`src/rtl/reset_sequencer.sv`:
```
// PLL-lock driven reset sequencer: synchronizes isLocked, qualifies a stable lock,
// holds the core in reset for a fixed window, then releases it; counts lock losses.
module reset_sequencer #(
   parameter int SYNC_STAGES        = 2,
   parameter int LOCK_STABLE_CYCLES = 1024,
   parameter int RESET_HOLD_CYCLES  = 16
) (
   input  logic       clk,
   input  logic       resetN,
   input  logic       isLocked,
   input  logic       softReset,
   output logic       coreReset,
   output logic       coreResetN,
   output logic       isReady,
   output logic [7:0] lockLossCount,
   // Debug view of the FSM: 0=WAIT_LOCK, 1=STABILIZE, 2=HOLD_RESET, 3=RUN.
   output logic [1:0] state_dbg
);

   localparam int MAX_CYCLES = (LOCK_STABLE_CYCLES > RESET_HOLD_CYCLES) ?
                               LOCK_STABLE_CYCLES : RESET_HOLD_CYCLES;
   localparam int CNT_W      = $clog2(MAX_CYCLES + 1);

   localparam logic [CNT_W-1:0] STAB_LAST = CNT_W'(LOCK_STABLE_CYCLES - 1);
   localparam logic [CNT_W-1:0] HOLD_LAST = CNT_W'(RESET_HOLD_CYCLES - 1);
   localparam logic [CNT_W-1:0] CNT_LIMIT = CNT_W'(MAX_CYCLES);

   typedef enum logic [1:0] {
      WAIT_LOCK  = 2'd0,
      STABILIZE  = 2'd1,
      HOLD_RESET = 2'd2,
      RUN        = 2'd3
   } state_e;

   state_e                 state_q, state_d;
   logic [CNT_W-1:0]       cnt_q, cnt_d;
   logic [SYNC_STAGES-1:0] sync_q, sync_d;
   logic [7:0]             loss_cnt_q, loss_cnt_d;
   logic                   core_reset_q, core_reset_d;
   logic                   core_reset_n_q, core_reset_n_d;
   logic                   is_ready_q, is_ready_d;
   logic                   lock_sync;
   logic                   lock_lost;

   // Only the first flop of this chain ever sees the asynchronous isLocked.
   assign lock_sync = sync_q[SYNC_STAGES-1];

   always_comb begin
      sync_d    = {sync_q[SYNC_STAGES-2:0], isLocked};
      state_d   = state_q;
      cnt_d     = cnt_q;
      lock_lost = 1'b0;

      // Lock loss is tested first in every locked state so it wins over
      // counter completion and over softReset.
      case (state_q)
         WAIT_LOCK: begin
            if (lock_sync) begin
               state_d = STABILIZE;
               cnt_d   = '0;
            end
         end
         STABILIZE: begin
            if (!lock_sync) begin
               state_d   = WAIT_LOCK;
               lock_lost = 1'b1;
            end else if (cnt_q == STAB_LAST) begin
               state_d = HOLD_RESET;
               cnt_d   = '0;
            end else begin
               cnt_d = cnt_q + 1'b1;
            end
         end
         HOLD_RESET: begin
            if (!lock_sync) begin
               state_d   = WAIT_LOCK;
               lock_lost = 1'b1;
            end else if (cnt_q == HOLD_LAST) begin
               state_d = RUN;
               cnt_d   = '0;
            end else begin
               cnt_d = cnt_q + 1'b1;
            end
         end
         RUN: begin
            if (!lock_sync) begin
               state_d   = WAIT_LOCK;
               lock_lost = 1'b1;
            end else if (softReset) begin
               state_d = HOLD_RESET;
               cnt_d   = '0;
            end
         end
         default: begin
            state_d = WAIT_LOCK;
            cnt_d   = '0;
         end
      endcase

      loss_cnt_d = loss_cnt_q;
      if (lock_lost && (loss_cnt_q != 8'hFF)) begin
         loss_cnt_d = loss_cnt_q + 8'd1;
      end

      // Outputs follow the next state so they move on the same edge as state_q.
      core_reset_d   = (state_d != RUN);
      core_reset_n_d = (state_d == RUN);
      is_ready_d     = (state_d == RUN);
   end

   always_ff @(posedge clk) begin
      if (!resetN) begin
         sync_q         <= '0;
         state_q        <= WAIT_LOCK;
         cnt_q          <= '0;
         loss_cnt_q     <= '0;
         core_reset_q   <= 1'b1;
         core_reset_n_q <= 1'b0;
         is_ready_q     <= 1'b0;
      end else begin
         sync_q         <= sync_d;
         state_q        <= state_d;
         cnt_q          <= cnt_d;
         loss_cnt_q     <= loss_cnt_d;
         core_reset_q   <= core_reset_d;
         core_reset_n_q <= core_reset_n_d;
         is_ready_q     <= is_ready_d;
      end
   end

   assign coreReset     = core_reset_q;
   assign coreResetN    = core_reset_n_q;
   assign isReady       = is_ready_q;
   assign lockLossCount = loss_cnt_q;
   assign state_dbg     = state_q;

   a_reset_pair : assert property (@(posedge clk) disable iff (!resetN)
      coreResetN == !coreReset);
   a_ready_run : assert property (@(posedge clk) disable iff (!resetN)
      isReady == (state_q == RUN));
   a_cnt_range : assert property (@(posedge clk) disable iff (!resetN)
      cnt_q < CNT_LIMIT);

endmodule

```
`config.mk`:
```
export PLATFORM = sky130hd
export DESIGN_NAME = reset_sequencer
export DESIGN_NICKNAME = d
export VERILOG_FILES = /design/src/rtl/reset_sequencer.sv
export SDC_FILE = /design/constraint.sdc
export NUM_CORES = 1
export LEC_CHECK = 0
export CAP_MARGIN = 5
export CORE_UTILIZATION = 49
export CTS_BUF_LIST = sky130_fd_sc_hd__clkbuf_16
export CTS_CLUSTER_DIAMETER = 50
export CTS_CLUSTER_SIZE = 30
export DETAILED_ROUTE_END_ITERATION = 10
export HOLD_SLACK_MARGIN = 0.03
export MAX_ROUTING_LAYER = met4
export PLACE_DENSITY_LB_ADDON = 0.12
export SYNTH_ARGS = -nofsm -noshare
export SYNTH_HDL_FRONTEND = slang
export SYNTH_SLANG_ARGS = --single-unit
```
`constraint.sdc`:
```
create_clock -name clk -period 1.8 [get_ports clk]
set_input_delay 0.36 -clock clk [delete_from_list [all_inputs] [get_ports clk]]
set_output_delay 0.36 -clock clk [all_outputs]
set_load 0.005 [all_outputs]
```
# Word level (Yosys, flattened, before mapping)

Cells that the tools add are included.

Reductions and logical operators: 4
Add/subtract/negate cells: 2
Mux-type cells: 18
Eq/ne operators: 13

Operators with widths:

| cell                  | count |
|---|---|
| $mux 11               | 7 |
| $pmux 11 s4           | 1 |
| $mux 2                | 7 |
| $ne 2x2->1 const B    | 6 |
| $add 11x1->11 const B | 1 |
| $eq 11x10->1 const B  | 1 |
| $eq 11x4->1 const B   | 1 |
| $add 8x1->8 const B   | 1 |
| $ne 8x8->1 const B    | 1 |
| $pmux 2 s4            | 1 |
| $eq 2x2->1 const B    | 3 |
| $reduce_and 5->1      | 1 |
| $reduce_or 3->1       | 1 |
| $eq 2x1->1 const B    | 1 |
| $logic_not 2->1       | 1 |
| $mux 1                | 2 |
| $logic_and 1x1->1     | 1 |

Input port bits: 4
Word-level logic and storage cells: 43
Register bits after elaboration: 25

# Longest topological paths before layout

Depth after elaboration: 5
Depth in mapped cells: 8
Gate-level depth less buffers: 7

# Worst setup path before layout

No wires, ideal clock.

Path type: flip-flop to flip-flop
Start point: register state_q[0] (netlist: state_dbg[0])
End point: register cnt_q[9]
Setup time: 0.132 ns
Cell stages (with the launch flop): 8
Data arrival time: 1.655 ns
Period minus slack after synthesis: 1.787 ns
Setup slack: 0.013 ns
Path through: dfxtp_1 -> inv_1 -> ha_1 -> nor3_2 -> o2bb2ai_2 -> nor4_4 -> xnor2_1 -> nor3_2

Cells in the longest elaborated chain, start to end: 3
Elaborated cells between the ends (all ways): 11
Those cells by class: eq/ne: 8; mux: 1; reduce/logical: 2

Ends and longest elaborated chain:

| item                                     | RTL line | text |
|---|---|---|
| from (decl)                              | 35       | `state_e state_q, state_d;` |
| from (signal assigned)                   | 122      | `state_q <= state_d;` |
| $eq 2x1->1, or another cell as far along | 56       | `case (state_q)` |
| $ne 2x2->1 (no source line)              | -        |  |
| $reduce_and 5->1 (no source line)        | -        |  |
| to (signal assigned)                     | 123      | `cnt_q <= cnt_d;` |
| to (decl)                                | 36       | `logic [CNT_W-1:0] cnt_q, cnt_d;` |

Several ways; a longest one is shown, not always the timed one.
A chain may end at the register's enable or synchronous reset.

# Worst setup path in the final report

Start point: register state_q[0] (netlist: state_dbg[0])
End point: register cnt_q[10]

Same word-level chain as after synthesis.

==> qor.yml <==
critical-path-max-stage-delay_ns: 0.35
ys_seq_elements: 25
dieHeight_um: 55.6
rr_startpoint: "state_dbg[0]"
ctsHoldBuffers: 0
reg2reg_to: "cnt_q[10]"
cp_cell_sequence: "inv_1 > ha_2 > nor3_4 > o2bb2ai_4 > buf_6 > nor3b_1 > o21bai_1 > a21oi_1"
drcViolationCount: 0
h-tree-depth: 1
finalMaxSlewViolations: 0
yosys-top-cells-count: "25 x dfxtp_1, 14 x nand2_1, 11 x nand3_1"
start_kind: "register"
gr-total-overflow: 0
power.density_nw_per_um2: 654
hold_path.class: "register to register"
finClkSkew_ns: 0.00844
syn_inst: 156
rsz0062_at_grt: "true"
fmax_ghz: 0.587
r2r_slack_ns: 0.1
num_io_pins: 17
clk_pin_slew_ns: 0.07
crit_path_start: "state_dbg[0]"
placed_area_um2: 1700
first_iter_violations: 72
cp_top_family: "simple AND/OR/NAND/NOR gates"
clock-sinks: 25
crit_end: "cnt_q[10]"
netlist.top_cell.by_area: "dfxtp_1"
critPathKind: "register to register"
grt_pass1_wl_um: 5190
gp_congestion: 0.827
synth_cell_type_count: 43
crit_cells: 8
clk_latency_ns: 0.26
drt-total-wl_um: 3040
rr_worst_depth: 8
synth_edf_count: 0
clock_path_buffers: 2
netlist_top_cells_area: "dfxtp_1 36%, ha_1 6.2%, xnor2_1 5.0%"
yosysWarnings: 0
arrival_ns: 1.90
rows: 19
fin_crit_sh: 0.946
peakVddDrop_uv: 547
hpwl_um: 2280
required_ns: 1.99
drtPass1Iterations: 4
yosysSeqAreaShare: 0.356
die_width_um: 55.6
crit_fanout: 9
synth_area_per_cell_um2: 9.02
ant_nets: 0
areaGrowthSynthToFinish_pct: 30.2
min_period_ns: 1.70
cts_buffers: 3
vias_per_cell: 5.79
cts_tree: "built"
worstMarginPinSlew_ns: 0.429
maxCapViolCount: 0
setup_viol: 0
wl_per_cell_um: 13.8
die_area_um2: 3090
grt_pass1_vias: 1201
ys_async_sr_fraction: 0
via_count: 1274
crit_buf_inv: 2
synth_top_area_share: 0.356
cp_slowest_cell: "dfxtp_2"
crit_path_end_kind: "register"
yosysMostFrequentCell: "dfxtp_1"
relSlewSlack: 0.713
ys.flop_type: "dfxtp_1"
postLayoutCellArea_um2: 1830
grt_antenna_before_repair: 0
setup_tns_ns: 0
diodes: 0
core_um2: 2730
root_buffer: "clkbuf_16"
initial_core_util: 0.514
syn_nets: 167
syn_area_um2: 1410
grt_max_degree: 17
place.port_buffers: 16
finalHoldViolCount: 0
final_nets: 201
grt_usage: 0.218
status: "completed"
layout-drive-gt1-share: 0.206
leakage_uw: 0.000721
## metrics by stage
| stage | worst slack (ns) | power, uW | hold slack, ns | cells | utilization |
|---|---|---|---|---|---|
| 5_1_grt | -0.0121 | 1230 | 0.466 | 220 | 0.670 |
| 3_3_place_gp | -0.0223 | 682 | 0.428 | 215 | 0.620 |
| 3_5_place_dp | -0.0749 | 686 | 0.426 | 215 | 0.620 |
| 2_1_floorplan | 0.0134 | 638 | 0.412 | 156 | - |
| 6_report | 0.0968 | 1200 | 0.439 | 220 | 0.670 |
| 4_1_cts | 0.0292 | 1200 | 0.443 | 219 | 0.658 |
## where the power goes
group,total [uW],internal [uW],switching [uW]
logic,120,57.6,62.6
registers,565,558,6.69
clock network,512,307,205
total,1200,923,275
## worst register-to-register path, delay by kind of cell, from the launching register on
kind	cells	cell delay (ns)
buffers and inverters	2	0.25
adders and majority gates	1	0.21
and+or+nand+nor	2	0.48
DFF	1	0.35
AOI/OAI and AO/OA	3	0.35
## area by class of cell
| cell class | count | area [um^2] |
|---|---|---|
| fill | 224 | 902 |
| multi-input combinational | 122 | 900 |
| sequential | 25 | 503 |
| timing repair buffer | 32 | 284 |
| clock buffer | 3 | 75.1 |
| tap | 31 | 38.8 |
| inverter | 6 | 22.5 |
| clock inverter | 1 | 8.76 |
## timing repair
item | CTS | global route
resized for setup | 3 | 6
gates cloned | 0 | 0
setup buffers | 0 | 1
pin swaps | 1 | 5
endpoints found under the setup margin | 4 | 13
## worst min-delay path by stage
| stage | from | end | slack [ns] | cells after the start |
|---|---|---|---|---|
| 2_1_floorplan | sync_q[0] | sync_q[1] | 0.41 | 1 |
| 3_3_place_gp | sync_q[0] | sync_q[1] | 0.43 | 1 |
| 3_5_place_dp | sync_q[0] | sync_q[1] | 0.43 | 1 |
| 4_1_cts | sync_q[0] | sync_q[1] | 0.44 | 1 |
| 5_1_grt | sync_q[0] | sync_q[1] | 0.47 | 1 |
| 6_report | sync_q[0] | sync_q[1] | 0.44 | 1 |
## layout by cell type, fill, tap and decap left out, types with 2 or more instances in the layout
cell and instances:
a21oi_1 6, a31oi_1 2, and2_1 10, and3_1 7
buf_4 15, clkbuf_16 3, clkdlybuf4s50_1 16, dfxtp_1 23
dfxtp_2 2, ha_1 6, inv_1 5, nand2_1 14
nand2b_1 2, nand3_1 11, nand4_1 6, nand4b_1 2
nor2_1 6, nor2b_1 5, nor3_1 2, nor3_2 3
nor3b_1 3, o21ai_0 4, xnor2_1 8, xor2_1 2
## logic make-up after synthesis
family | Yosys count | synth area share
muxes | 1 | 0.00712
xor gates and xnor gates | 10 | 0.0623
AOI/OAI and AO/OA | 24 | 0.136
and+or+nand+nor | 80 | 0.344
DFF | 25 | 0.356
adders and majority gates | 7 | 0.0623
buffers and inverters | 9 | 0.0320
## sequential cells by signal, summed over array words and instances, names as in the netlist
register	count
cnt_q	11
lockLossCount	8
sync_q	2
coreReset	1
state_dbg	2
isReady	1
## layer usage
metal / vias to the layer above / track usage / part of all wire
li1: 626 / - / -
met1: 600 / 0.278 / 0.47
met2: 43 / 0.348 / 0.48
met3: 5 / 0.0279 / 0.038
met4: 0 / 0.0929 / 0.013
met5: - / - / 0
(Power assumes the default switching activity.)
